## config.mk

```make
export PLATFORM = sky130hd
export DESIGN_NAME = seg_scan_driver
export DESIGN_NICKNAME = d
export VERILOG_FILES = /design/src/rtl/seg_scan_driver.sv
export SDC_FILE = /design/constraint.sdc
export NUM_CORES = 1
export LEC_CHECK = 0
export BUFFER_PORTS_ARGS = -buffer_cell sky130_fd_sc_hd__buf_2
export CAP_MARGIN = 20
export CELL_PAD_IN_SITES_DETAIL_PLACEMENT = 1
export CELL_PAD_IN_SITES_GLOBAL_PLACEMENT = 1
export CORE_UTILIZATION = 45
export CTS_BUF_LIST = sky130_fd_sc_hd__clkbuf_16
export DETAILED_ROUTE_END_ITERATION = 10
export PLACE_DENSITY = 0.85
export SKIP_CTS_REPAIR_TIMING = 1
export SKIP_LAST_GASP = 1
export SYNTH_ARGS = -nofsm -noshare
export SYNTH_HDL_FRONTEND = slang
export SYNTH_SLANG_ARGS = --single-unit
```

## constraint.sdc

```tcl
create_clock -name clk -period 3.8 [get_ports clk]
set_input_delay 0.76 -clock clk [delete_from_list [all_inputs] [get_ports clk]]
set_output_delay 0.76 -clock clk [all_outputs]
set_load 0.03 [all_outputs]
```

## src/rtl/seg_scan_driver.sv

```systemverilog
// Time-multiplexed 7-segment scan driver with double-buffered patterns and anode dead-time.
// Optional half-brightness input `dim` is compiled in when SEG_SCAN_DIM_EN is defined.
module seg_scan_driver #(
  parameter int NUM_DIGITS  = 4,
  parameter int REFRESH_DIV = 1000,
  parameter int DEAD        = 2
) (
  input  logic                    clk,
  input  logic                    rst_n,
  input  logic                    load,
  input  logic [7*NUM_DIGITS-1:0] seg_in,
`ifdef SEG_SCAN_DIM_EN
  input  logic                    dim,
`endif
  output logic [6:0]              seg,
  output logic [NUM_DIGITS-1:0]   an,
  output logic                    frame_done
);

  localparam int CW   = $clog2(REFRESH_DIV);
  localparam int DW   = (NUM_DIGITS > 1) ? $clog2(NUM_DIGITS) : 1;
  localparam int HALF = DEAD + (REFRESH_DIV - DEAD) / 2;

  typedef enum logic {BLANK, SCAN} state_t;

  state_t                  state;
  logic [CW-1:0]           cnt;
  logic [DW-1:0]           dig;
  logic [7*NUM_DIGITS-1:0] pending;
  logic [7*NUM_DIGITS-1:0] active;
  logic                    pend_v;
  logic                    wrap_q;

  logic                    last_cnt;
  logic                    boundary;
  logic                    lit;
  logic [6:0]              cur_seg;
  logic [NUM_DIGITS-1:0]   onehot;

  // NOTE: every always_comb output gets a default first so no path leaves it unassigned (no latch).
  always_comb begin
    last_cnt = (cnt == CW'(REFRESH_DIV - 1));
    boundary = last_cnt && (dig == DW'(NUM_DIGITS - 1));
    lit      = (int'(cnt) >= DEAD);
`ifdef SEG_SCAN_DIM_EN
    if (dim && (int'(cnt) >= HALF)) lit = 1'b0;
`endif
    cur_seg     = active[7*dig +: 7];
    onehot      = '0;
    onehot[dig] = 1'b1;
  end

  // Outputs are registered from the current counter, so the visible slot lags cnt by one cycle.
  // NOTE: sequential state uses non-blocking assignments so every register samples pre-edge values.
  always_ff @(posedge clk or negedge rst_n) begin
    if (!rst_n) begin
      state      <= BLANK;
      cnt        <= '0;
      dig        <= '0;
      pending    <= '0;
      active     <= '0;
      pend_v     <= 1'b0;
      wrap_q     <= 1'b0;
      seg        <= '0;
      an         <= '0;
      frame_done <= 1'b0;
    end else begin
      case (state)
        BLANK: begin
          seg        <= '0;
          an         <= '0;
          frame_done <= 1'b0;
          wrap_q     <= 1'b0;
          if (load) begin
            active <= seg_in;
            state  <= SCAN;
            cnt    <= '0;
            dig    <= '0;
          end
        end
        SCAN: begin
          seg        <= cur_seg;
          an         <= lit ? onehot : '0;
          wrap_q     <= boundary;
          frame_done <= wrap_q;
          if (last_cnt) begin
            cnt <= '0;
            dig <= boundary ? '0 : dig + 1'b1;
          end else begin
            cnt <= cnt + 1'b1;
          end
          // On a boundary the old pending word commits; a coincident load waits a frame.
          if (boundary) begin
            if (pend_v) active <= pending;
            pend_v <= load;
            if (load) pending <= seg_in;
          end else if (load) begin
            pending <= seg_in;
            pend_v  <= 1'b1;
          end
        end
        default: state <= BLANK;
      endcase
    end
  end

endmodule
```

; ---- Word level (Yosys, flattened, before mapping)
; Index checks and enable logic that the tools add are counted.
[word_totals]
regBits = 83
latchBits = 0
mem_bits_rw = 0
rom_bits = 0
inputBits = 31
output_inout_bits = 12
word_cells = 53
n_memories = 0
[classes]
addsub = 2
multipliers = 1
div = 0
magnitude_cmp = 3
n_eq_ne = 6
shift = 1
n_mux = 22
n_bitwise = 1
reduce_logical = 7
[op_table]
columns = operator, count
row1 = $mux 28, 3
row2 = $pmux 28 s2, 1
row3 = $shiftx 28x6->7, 1
row4 = $mux 10, 2
row5 = $pmux 10 s2, 1
row6 = $pmux 7 s2, 1
row7 = $add 10x1->10 const B, 1
row8 = $eq 10x10->1 const B, 1
row9 = $ge 10x2->1 const B, 1
row10 = $pmux 4 s2, 1
row11 = $mux 2, 3
row12 = $ne 2x1->1 const B, 3
row13 = $reduce_and 2->1, 3
row14 = $mul 3x2->5 const A, 1
row15 = $mux 1, 5
row16 = $mux 4, 1
row17 = $pmux 1 s2, 2
row18 = $pmux 2 s2, 1
row19 = $lt 2x3->1 const B, 1
row20 = $reduce_and 3->1, 1
row21 = $add 2x1->2 const B, 1
row22 = $demux 1 s2, 1
row23 = $eq 2x2->1 const B, 1
row24 = $ge 2x1->1 const B, 1
row25 = 4 further kinds, 5

; ---- Depth between registers and ports, before layout
; Gate-level depths: netlist of run 1.
[logic_depth]
word_depth = 6
depth_mapped = 7
mapped_depth_nobuf = 5

; ---- Worst setup path before layout of run 1
; OpenSTA, ideal clock, no wires.
[synth_path]
path_type = register to register
startpoint = register cnt[1]
endpoint = register active[10]
setup_time_ns = 0.125
arrival_ns = 1.692
required_ns = 3.675
slack_ns = 1.983
path_stages_with_launch = 8
path_buffers = 2
synth_period_minus_slack_ns = 1.817
path_cell_list = dfrtp_1 -> ha_1 -> nand4bb_4 -> nor3_4 -> a22o_1 -> buf_6 -> buf_12 -> mux2_4
[synth_between]
elab_chain_cells = 4
[synth_rtl]
columns = item, line_no
row1 = "start, declared", 27  ; logic [CW-1:0] cnt;
row2 = "start signal, assigned", 90  ; cnt <= cnt + 1'b1;
row3 = $eq 10x10->1, 42  ; last_cnt = (cnt == CW'(REFRESH_DIV - 1));
row4 = $logic_and 1x1->1, 43  ; boundary = last_cnt && (dig == DW'(NUM_DIGITS - 1));
row5 = $ne 2x1->1 (no line), --
row6 = $reduce_and 3->1 (no line), --
row7 = "end signal, assigned", 75  ; active <= seg_in;
row8 = "end signal, assigned", 94  ; if (pend_v) active <= pending;
row9 = "end, declared", 30  ; logic [7*NUM_DIGITS-1:0] active;
; Every way passes these cells.
; A chain may end at the register's enable or synchronous reset.

; ---- Worst setup path in the final report of run 1
[layout_path]
startpoint = register dig[0]
endpoint = register active[4]
[layout_between]
elab_chain_cells = 4
[layout_rtl]
columns = item, line_no
row1 = "start, declared", 28  ; logic [DW-1:0] dig;
row2 = "start signal, assigned", 88  ; dig <= boundary ? '0 : dig + 1'b1;
row3 = $eq 2x2->1, 43
row4 = $logic_and 1x1->1, 43
row5 = $ne 2x1->1 (no line), --
row6 = $reduce_and 3->1 (no line), --
; Every way passes these cells.

==> out/qor.txt, run 1 <==
Syn_nets: 310
Fraction of the cycle the final worst path needs: 67.4%
Initial cell density of the core: 47.1%
Clock root buffer master: sky130_fd_sc_hd__clkbuf_16
Area leader, netlist: sky130_fd_sc_hd__dfrtp_1
Total global routing track utilization: 21.3%
Worst-case clock buffer depth: 2
Largest net degree at the start of global routing: 84
Inserted Diodes: 0
Yosys cell types: 37
Peak fanout along the critical path: 28
Post-route ant nets: 0
Via count of the first global-routing pass: 2523
Non-Filler Instances: 427
Required time of the worst setup path: 4.02 ns
1st-pass router iterations: 4
Fmax: 390 MHz
Worst-path clk slew: 0.07 ns
Die width: 95.5 um
Core footprint: 8340 um2
Area fraction of the dominant cell type after synthesis: 52.8%
Sequential fraction of the synthesis area: 52.8%
Class of the tightest hold or removal check: in -> async
Multi-input logic area: 1740 um2
Residual DRC: 0
Filler cell count: 830
Dpl cells: 410
Count of warnings emitted by yosys: 0
Synth Instances: 273
Max-slew violations: 0
Post-synthesis register bit count: 83
TritonCTS Buffers: 9
Clk sinks: 83
Die area: 9120 um2
Footprint of the flip-flops and latches: 2080 um2
Leakage Power: 2.05 nW
CP max-delay cell: sky130_fd_sc_hd__dfrtp_1
Vias per Instance: 5.52
Total power divided by cell area: 482 nW/um2
Routed wire per std cell: 20.2 um
Sequential cell fraction of total power: 49.5%
Type of element capturing the critical path: flop
Port buffer count: 42
Classification of the worst setup path: reg -> reg
Clock share of power: 37.5%
Final standard cell utilization of the core: 54.1%
Detailed-route wire length: 8.61 mm
Power share of the combinational group: 13.0%
Overflow left after global routing: 0
Launch point of the worst reg-to-reg path: dig[0]
Result of the run: finished clean
Pint: 1.57 mW
Initial detailed-routing violation count: 126
Fraction of registers with async set or reset after synthesis: 100%
Largest voltage drop on the vdd net: 0.220 mV
Longest individual stage delay on the worst path: 0.75 ns
Ratio of cells with drive above 1 in the final layout: 50.0%
Height of the chip: 95.5 um
Final count of negative-setup-slack endpoints: 0
Largest clock skew in the final design: 0.0106 ns
Number of H-tree levels: 3
DP Wirelength: 5.50 mm
Ordered list of cells on the worst path: ha_1 -> and3_1 -> a22o_2 -> mux2_2
Row count: 33
Clock tree from TritonCTS: done
Slew @ Worst Pin: 0.880 ns
Mean instance size in the synthesized netlist: 14.4 um2
RSZ-0062 raised after global routing: false
Synth top area cells: sky130_fd_sc_hd__dfrtp_1 (53%), sky130_fd_sc_hd__mux2_2 (18%), sky130_fd_sc_hd__mux2_4 (7.6%), sky130_fd_sc_hd__mux4_2 (4.0%), sky130_fd_sc_hd__and2_1 (1.9%)
Final Total Pwr: 2.18 mW
Clock network latency to the later pin of the worst-skew pair: 0.34 ns
Critical path data arrival time: 2.78 ns
Xor/xnor cell area share of the yosys netlist: 0%
Complex-gate fraction of the synthesized area: 4.74%
Headroom to the max-slew limit: 41.3%
Post-synthesis adder-cell area fraction: 1.91%
Synth-to-Final Area Change: 14.7%
Most instantiated flip-flop cell in the synthesis netlist: sky130_fd_sc_hd__dfrtp_1
Number of top-level design ports: 43
Vias after detailed routing: 2356
Number of enable-type register cells in the synthesized netlist: 0
First-pass GRT wire length: 14.1 mm
Startpoint kind of the worst setup timing path: flop
Cell Area, Synth: 3930 um2
Number of maximum-capacitance constraint violations: 0
Time the worst path needs with I/O delays and setup: 2.56 ns
Initial antenna violation count: 0
Switching component of the power: 0.602 mW
Final hold violation count: 0
Crit path from: dig[0]
Nets: 354
Total negative setup slack: 0 ns
Weighted congestion reported at the end of routability-driven placement: 0.830
Dominant combinational cell family by area after synthesis: multiplexers
Synthesized-area fraction occupied by and/or/nand/nor cells: 7.54%
Switching fraction of total power: 27.7%
Mux share of post-synthesis cell area: 30.0%
Final worst hold slack: 0.320 ns
==> cells in the mapped netlist, types with 2 or more instances <==
cell and number:
sky130_fd_sc_hd__inv_1 7, sky130_fd_sc_hd__nand3_1 3, sky130_fd_sc_hd__nand2_1 11, sky130_fd_sc_hd__ha_1 6, sky130_fd_sc_hd__a22o_1 3, sky130_fd_sc_hd__a32o_1 2, sky130_fd_sc_hd__nor4_1 2, sky130_fd_sc_hd__and3_1 3
sky130_fd_sc_hd__or3_1 2, sky130_fd_sc_hd__dfrtp_1 83, sky130_fd_sc_hd__and3_2 2, sky130_fd_sc_hd__mux2_4 20, sky130_fd_sc_hd__o21ai_0 12, sky130_fd_sc_hd__nor2_1 6, sky130_fd_sc_hd__buf_12 2, sky130_fd_sc_hd__and2_1 12
sky130_fd_sc_hd__mux2_2 64, sky130_fd_sc_hd__clkbuf_1 6, sky130_fd_sc_hd__mux4_2 7, sky130_fd_sc_hd__buf_2 3
==> power by group through the flow <==
stage / clock [mW] / sequential [mW] / combinational, mW
after floorplan: 0 / 1.07 / 0.185
after global placement: 0 / 1.08 / 0.261
after detailed placement: 0 / 1.09 / 0.278
after CTS: 0.829 / 1.07 / 0.284
after global routing: 0.869 / 1.09 / 0.309
final: 0.816 / 1.08 / 0.282
==> metal layers <==
layer,vias to the layer above,part of all wire [%],GRT usage [%]
li1,1077,-,-
met1,1219,45,29.3
met2,49,50,33.8
met3,11,3.0,4.07
met4,0,1.5,7.46
met5,-,0,0
==> worst paths after layout <==
kind,slack [ns],end,cells after the start
worst max register to register,1.24,active[4],4
worst min register to register,0.49,frame_done,1
max in group asynchronous,2.88,pending[13],2
worst min-delay path,0.32,cnt[1],1
worst max-delay path,1.24,active[4],4
min in group clk,0.49,frame_done,1
==> state kept, by name, summed over array words and instances, names as in the netlist <==
name and flops:
an 4, wrap_q 1, pending 28, state 1, cnt 10, frame_done 1, active 28, dig 2
pend_v 1, seg 7
==> metrics by stage <==
| step | instance area [um2] | setup WS (ns) |
|---|---|---|
| global placement | 4210 | 1.42 |
| finish | 4510 | 1.24 |
| floorplan | 3930 | 1.98 |
| CTS | 4480 | 1.22 |
| global route | 4510 | 1.08 |
| detailed placement | 4210 | 1.25 |
==> critical path: cells and delay by family (launching register included) <==
kind            cells  cell delay [ns]
mux                 1             0.44
simple gates        1             0.19
fa+ha+maj           1             0.33
compound gates      1             0.73
flops               1             0.75
==> cell usage in the layout, fill, tap and decap left out, types with 2 or more instances in the layout <==
master	instances
sky130_fd_sc_hd__dfrtp_1	83
sky130_fd_sc_hd__mux2_2	64
sky130_fd_sc_hd__buf_2	41
sky130_fd_sc_hd__mux2_4	20
sky130_fd_sc_hd__and2_1	12
sky130_fd_sc_hd__o21ai_0	12
sky130_fd_sc_hd__nand2_1	11
sky130_fd_sc_hd__clkbuf_16	9
sky130_fd_sc_hd__inv_1	7
sky130_fd_sc_hd__mux4_2	7
sky130_fd_sc_hd__nor2_1	6
sky130_fd_sc_hd__ha_1	6
sky130_fd_sc_hd__clkinvlp_4	4
sky130_fd_sc_hd__buf_4	4
sky130_fd_sc_hd__nand3_1	3
sky130_fd_sc_hd__and3_1	3
sky130_fd_sc_hd__nor4_1	2
sky130_fd_sc_hd__and3_2	2
sky130_fd_sc_hd__or3_1	2
sky130_fd_sc_hd__a22o_1	2
sky130_fd_sc_hd__a32o_1	2
sky130_fd_sc_hd__inv_6	2
==> kinds of logic (layout without fill, tap and decap cells) <==
logic type,Yosys count,count (layout)
buffers and inverters,20,69
multiplexers,91,91
adder cells (fa/ha/maj),6,6
AO/OA/AOI/OAI,26,26
flip-flops,83,83
AND/OR/NAND/NOR,47,47
==> layout make-up <==
| class | count | area share, % |
|---|---|---|
| clock buffer | 9 | 4.99 |
| clock inverter | 7 | 1.14 |
| inverter | 7 | 0.582 |
| multi-input combinational | 170 | 38.5 |
| sequential | 83 | 46.0 |
| tap | 105 | 2.91 |
| timing repair buffer | 46 | 5.82 |
Power figures use the tool's default switching activity.
==> inputs of run 2 (changes only) <==
- CORE_UTILIZATION: 45 -> 44
- PLACE_DENSITY: 0.85 -> 0.87
- clock period: 3.8 -> 2.1 ns (I/O delays scaled with it)
==> out/qor.txt, run 2 (same netlist as run 1, synthesis figures left out) <==
Fmax: 495 MHz
DP Wirelength: 5.67 mm
Peak fanout along the critical path: 14
Required time of the worst setup path: 2.32 ns
Startpoint kind of the worst setup timing path: flop
Routed wire per std cell: 20.5 um
Final hold violation count: 0
Vias per Instance: 5.49
Port buffer count: 42
Overflow left after global routing: 0
Weighted congestion reported at the end of routability-driven placement: 0.851
Total power divided by cell area: 885 nW/um2
Setup slack on the worst flop-to-flop path: 0.08 ns
Pint: 2.99 mW
Number of H-tree levels: 3
Multi-input logic area: 1740 um2
Vias after detailed routing: 2392
Max-slew violations: 0
Initial detailed-routing violation count: 106
Clock network latency to the later pin of the worst-skew pair: 0.35 ns
Initial antenna violation count: 0
Slew @ Worst Pin: 0.570 ns
Clock root buffer master: sky130_fd_sc_hd__clkbuf_16
Core footprint: 8680 um2
Total global routing track utilization: 19.7%
Power share of the combinational group: 13.2%
Sequential cell fraction of total power: 47.2%
Residual DRC: 0
Class of the tightest hold or removal check: in -> async
First-pass GRT wire length: 13.3 mm
Most common cell after layout, fill and taps aside: sky130_fd_sc_hd__dfrtp_1
Fraction of the cycle the final worst path needs: 96.3%
Nets: 360
Clock share of power: 39.6%
Synth-to-Final Area Change: 17.2%
Leading registers by flop count: active x28, pending x28, cnt x10
Type of element capturing the critical path: flop
Time the worst path needs with I/O delays and setup: 2.02 ns
Classification of the worst setup path: reg -> reg
Filler cell count: 881
Final standard cell utilization of the core: 53.1%
Result of the run: finished clean
Largest voltage drop on the vdd net: 0.346 mV
Critical path data arrival time: 2.24 ns
Footprint of the flip-flops and latches: 2080 um2
Die width: 96.5 um
Final count of negative-setup-slack endpoints: 0
Worst-case clock buffer depth: 2
Post-route ant nets: 0
Switching fraction of total power: 26.8%
Number of maximum-capacitance constraint violations: 0
RSZ-0062 raised after global routing: false
Detailed-route wire length: 8.94 mm
Largest clock skew in the final design: 0.0139 ns
Height of the chip: 96.5 um
Die area: 9320 um2
Highest-count cells in the layout ignoring fill and taps: sky130_fd_sc_hd__dfrtp_1 (83), sky130_fd_sc_hd__mux2_2 (64), sky130_fd_sc_hd__buf_2 (41)
Via count of the first global-routing pass: 2521
Largest net degree at the start of global routing: 49
Headroom to the max-slew limit: 61.8%
Total negative setup slack: 0 ns
Number of top-level design ports: 43
1st-pass router iterations: 4
Clk sinks: 83
Inserted Diodes: 0
Clock tree from TritonCTS: done
Ratio of cells with drive above 1 in the final layout: 51.2%
Switching component of the power: 1.09 mW
Worst-path clk slew: 0.06 ns
TritonCTS Buffers: 9
Leakage Power: 2.11 nW
Initial cell density of the core: 45.3%
Row count: 34
## run 2: changes by cell type in the layout (fill, tap and decap cells not counted)
| cell | previous run | this run |
|---|---|---|
| sky130_fd_sc_hd__buf_4 | 4 | 8 |
| sky130_fd_sc_hd__clkinvlp_4 | 4 | 0 |
| sky130_fd_sc_hd__buf_12 | 0 | 2 |
| sky130_fd_sc_hd__clkinv_4 | 0 | 2 |
| sky130_fd_sc_hd__buf_16 | 1 | 0 |
| sky130_fd_sc_hd__bufinv_16 | 0 | 1 |
| sky130_fd_sc_hd__clkbuf_16 | 9 | 10 |
| sky130_fd_sc_hd__clkinv_2 | 0 | 1 |
| sky130_fd_sc_hd__ha_1 | 6 | 5 |
| sky130_fd_sc_hd__ha_2 | 0 | 1 |
| sky130_fd_sc_hd__inv_6 | 2 | 1 |
| sky130_fd_sc_hd__inv_8 | 0 | 1 |
## run 2: routing by layer
metal / vias to the layer above / wire length [um] / GRT usage, %
met5: - / 0 / 0
met4: 0 / 149 / 8.09
met3: 15 / 313 / 3.52
met2: 51 / 4590 / 33.3
met1: 1234 / 3890 / 25.0
li1: 1092 / - / -
## run 2: critical path, stage by stage (launching register included)
cell and delay [ns]:
sky130_fd_sc_hd__dfrtp_1 0.44, sky130_fd_sc_hd__ha_2 0.27, sky130_fd_sc_hd__nand4bb_4 0.16, sky130_fd_sc_hd__nor3_4 0.22
sky130_fd_sc_hd__a22o_2 0.26, sky130_fd_sc_hd__buf_12 0.18, sky130_fd_sc_hd__mux2_2 0.36
## run 2: worst paths after layout
path | startpoint | to | depth (start not counted)
max | cnt[1] | active[4] | 6
max reg2reg | cnt[1] | active[4] | 6
max in group asynchronous | rst_n | pending[26] | 2
min reg2reg | wrap_q | frame_done | 1
min in group clk | seg_in[2] | pending[2] | 2
min | rst_n | cnt[5] | 1
## run 2: through the flow
step                      instance area, um2  power (mW)  worst slack (ns)  hold WS [ns]  instances
final                                   4610        4.08            0.0785        0.0383        436
after global routing                    4610        4.23            0.0121        0.0693        436
after CTS                               4580        4.10            0.0256        0.0545        435
after detailed placement                4280        2.48             0.103         0.421        419
after global placement                  4280        2.43             0.215         0.415        419
after floorplan                         3930        2.27             0.283         0.124        273
## run 2: area by class of cell
class	count	area share, %
clock buffers	9	4.88
clock inverters	7	1.66
inverters	7	0.570
multi-input cells	170	37.7
flip-flops and latches	83	45.0
well taps	108	2.93
repair buffers	52	7.16
## run 2: power by group through the flow
stage | clock (mW) | sequential, mW | combinational, mW
after floorplan | 0 | 1.93 | 0.335
after global placement | 0 | 1.93 | 0.504
after detailed placement | 0 | 1.95 | 0.532
after CTS | 1.64 | 1.92 | 0.541
after global routing | 1.70 | 1.95 | 0.586
final | 1.62 | 1.93 | 0.540
==> inputs of run 3 (changes only) <==
- ABC_AREA: default -> 1
- CORE_UTILIZATION: 44 -> 39
- PLACE_DENSITY: 0.87 -> 0.8
==> out/qor.txt, run 3 <==
Largest clock skew in the final design: 0.00513 ns
Vias after detailed routing: 3334
Fraction of registers with async set or reset after synthesis: 100%
Mean instance size in the synthesized netlist: 7.96 um2
Highest-count cells in the layout ignoring fill and taps: sky130_fd_sc_hd__nand2_1 (143), sky130_fd_sc_hd__dfrtp_1 (82), sky130_fd_sc_hd__o21ai_0 (78)
Weighted congestion reported at the end of routability-driven placement: 0.875
Time the worst path needs with I/O delays and setup: 1.83 ns
Uppermost routed layer: met4
Post-route ant nets: 0
TritonCTS Buffers: 9
Vias per Instance: 4.96
Routed wire per std cell: 14.8 um
Total negative setup slack: 0 ns
Cell Area, Synth: 3960 um2
Commonest cells post-synth: sky130_fd_sc_hd__nand2_1 (143), sky130_fd_sc_hd__dfrtp_1 (83), sky130_fd_sc_hd__o21ai_0 (78)
Total length of routed met2 wires: 4.78 mm
DP Wirelength: 6.90 mm
Die width: 103 um
Multi-input logic area: 1560 um2
Inserted Diodes: 0
Height of the chip: 103 um
Fmax: 546 MHz
Number of H-tree levels: 3
Worst-path clk slew: 0.06 ns
Most instantiated flip-flop cell in the synthesis netlist: sky130_fd_sc_hd__dfrtp_1
Initial detailed-routing violation count: 200
Clk sinks: 83
Row count: 36
Initial antenna violation count: 0
Clock tree from TritonCTS: done
Xor/xnor cell area share of the yosys netlist: 0.221%
First-pass GRT wire length: 17.0 mm
M1 WL: 4.78 mm
Filler cell count: 1234
Post-synthesis register bit count: 83
Slew @ Worst Pin: 0.537 ns
Headroom to the max-slew limit: 63.8%
Max-slew violations: 0
Clock root buffer master: sky130_fd_sc_hd__clkbuf_16
Count of warnings emitted by yosys: 0
Synth-to-Final Area Change: 15.2%
Longest individual stage delay on the worst path: 0.56 ns
Nets: 572
Largest net degree at the start of global routing: 58
Yosys cell types: 25
Class of the tightest hold or removal check: in -> async
Fraction of the cycle the final worst path needs: 87.2%
1st-pass router iterations: 4
Number of top-level design ports: 43
Via count of the first global-routing pass: 3471
Port buffer count: 42
Die area: 10600 um2
Post-synthesis adder-cell area fraction: 1.89%
Non-Filler Instances: 672
Number of enable-type register cells in the synthesized netlist: 0
Peak fanout along the critical path: 28
Leading cell type by number of instances after synthesis: sky130_fd_sc_hd__nand2_1
Critical path data arrival time: 2.11 ns
Synthesized-area fraction occupied by and/or/nand/nor cells: 25.4%
Result of the run: finished clean
Ratio of cells with drive above 1 in the final layout: 12.8%
Leading registers by flop count: active x28, pending x28, cnt x10
Footprint of the flip-flops and latches: 2080 um2
Synth top area cells: sky130_fd_sc_hd__dfrtp_1 (52%), sky130_fd_sc_hd__nand2_1 (14%), sky130_fd_sc_hd__o21ai_0 (9.9%), sky130_fd_sc_hd__nand3_1 (4.7%), sky130_fd_sc_hd__inv_1 (4.5%)
Dpl cells: 657
Dominant combinational cell family by area after synthesis: simple AND/OR/NAND/NOR gates
Startpoint kind of the worst setup timing path: flop
Residual DRC: 0
Worst-case clock buffer depth: 2
CP max-delay cell: sky130_fd_sc_hd__dfrtp_1
Sequential fraction of the synthesis area: 52.4%
Mux share of post-synthesis cell area: 0%
Required time of the worst setup path: 2.38 ns
Core footprint: 9820 um2
Area fraction of the dominant cell type after synthesis: 52.4%
Amount of wire on met3 after detailed routing: 218 um
Synth Instances: 498
Final count of negative-setup-slack endpoints: 0
Initial cell density of the core: 40.4%
Largest voltage drop on the vdd net: 0.383 mV
Total global routing track utilization: 21.2%
RSZ-0062 raised after global routing: false
Overflow left after global routing: 0
Syn_nets: 535
Ordered list of cells on the worst path: ha_1 -> nor2_1 -> nor3_4 -> buf_4 -> nand3_1 -> nand2_1
Type of element capturing the critical path: flop
Area leader, netlist: sky130_fd_sc_hd__dfrtp_1
Total power divided by cell area: 943 nW/um2
Detailed-route wire length: 9.92 mm
Leakage Power: 2.43 nW
Classification of the worst setup path: reg -> reg
Final hold violation count: 0
CP bufs+invs: 1
Complex-gate fraction of the synthesized area: 11.9%
Most common cell after layout, fill and taps aside: sky130_fd_sc_hd__nand2_1
Top cell family by delay on the critical path: flip-flops
Number of maximum-capacitance constraint violations: 0
Clock network latency to the later pin of the worst-skew pair: 0.34 ns
[run 3: cell types whose count changed after synthesis, sizes merged, moves of 35 or more]
cell   delta
inv      +42
mux2     -84
nand2   +134
nand3    +35
nor2     +41
o21ai    +66
[run 3: power breakdown]
group          switching, mW  internal, mW
Sequential             0.177          1.81
Combinational          0.556         0.271
Clock                  0.595         0.895
[run 3: metal layers]
| layer | vias up | global-route usage, % |
|---|---|---|
| met5 | - | 0 |
| met2 | 42 | 34.9 |
| met1 | 1618 | 28.4 |
| met4 | 0 | 6.61 |
| li1 | 1663 | - |
| met3 | 11 | 4.00 |
[run 3: final cells by class]
type                       count  share of cell area [%]
sequential                    83                    45.5
multi-input combinational    339                    34.2
timing repair buffer          51                    6.41
clock buffer                   9                    4.93
inverter                      51                    4.19
tap                          133                    3.65
clock inverter                 6                    1.10
[run 3: worst reg2reg max path: stages (launching register included)]
cell and delay [ns]:
sky130_fd_sc_hd__dfrtp_1 0.56, sky130_fd_sc_hd__ha_1 0.30, sky130_fd_sc_hd__nor2_1 0.09, sky130_fd_sc_hd__nor3_4 0.22, sky130_fd_sc_hd__buf_4 0.34, sky130_fd_sc_hd__nand3_1 0.16, sky130_fd_sc_hd__nand2_1 0.10
[run 3: logic make-up after synthesis]
kind of cell	Yosys count
simple gates	240
fa+ha+maj	6
flops	83
compound gates	92
xor+xnor	1
buf+inv	76
[run 3: final timing paths]
path	cells past startpoint	slack (ns)	start	endpoint
max	6	0.27	dig[1]	active[8]
min in group clk	3	0.34	seg_in[13]	pending[13]
min reg2reg	2	0.45	wrap_q	frame_done
max reg2reg	6	0.27	dig[1]	active[8]
min	1	0.009	rst_n	cnt[7]
max in group asynchronous	2	1.47	rst_n	active[14]
[run 3: per-stage QoR]
stage                     area [um2]  hold WS [ns]  utilization [%]  worst slack [ns]  power (mW)
after floorplan                 3960         0.124                -             0.664        2.53
after global placement          4290         0.381             43.7             0.264        2.79
after detailed placement        4290         0.385             43.7             0.270        2.84
after CTS                       4560        0.0189             46.5             0.246        4.35
after global routing            4560        0.0338             46.5            0.0395        4.54
final                           4560       0.00876             46.5             0.269        4.30
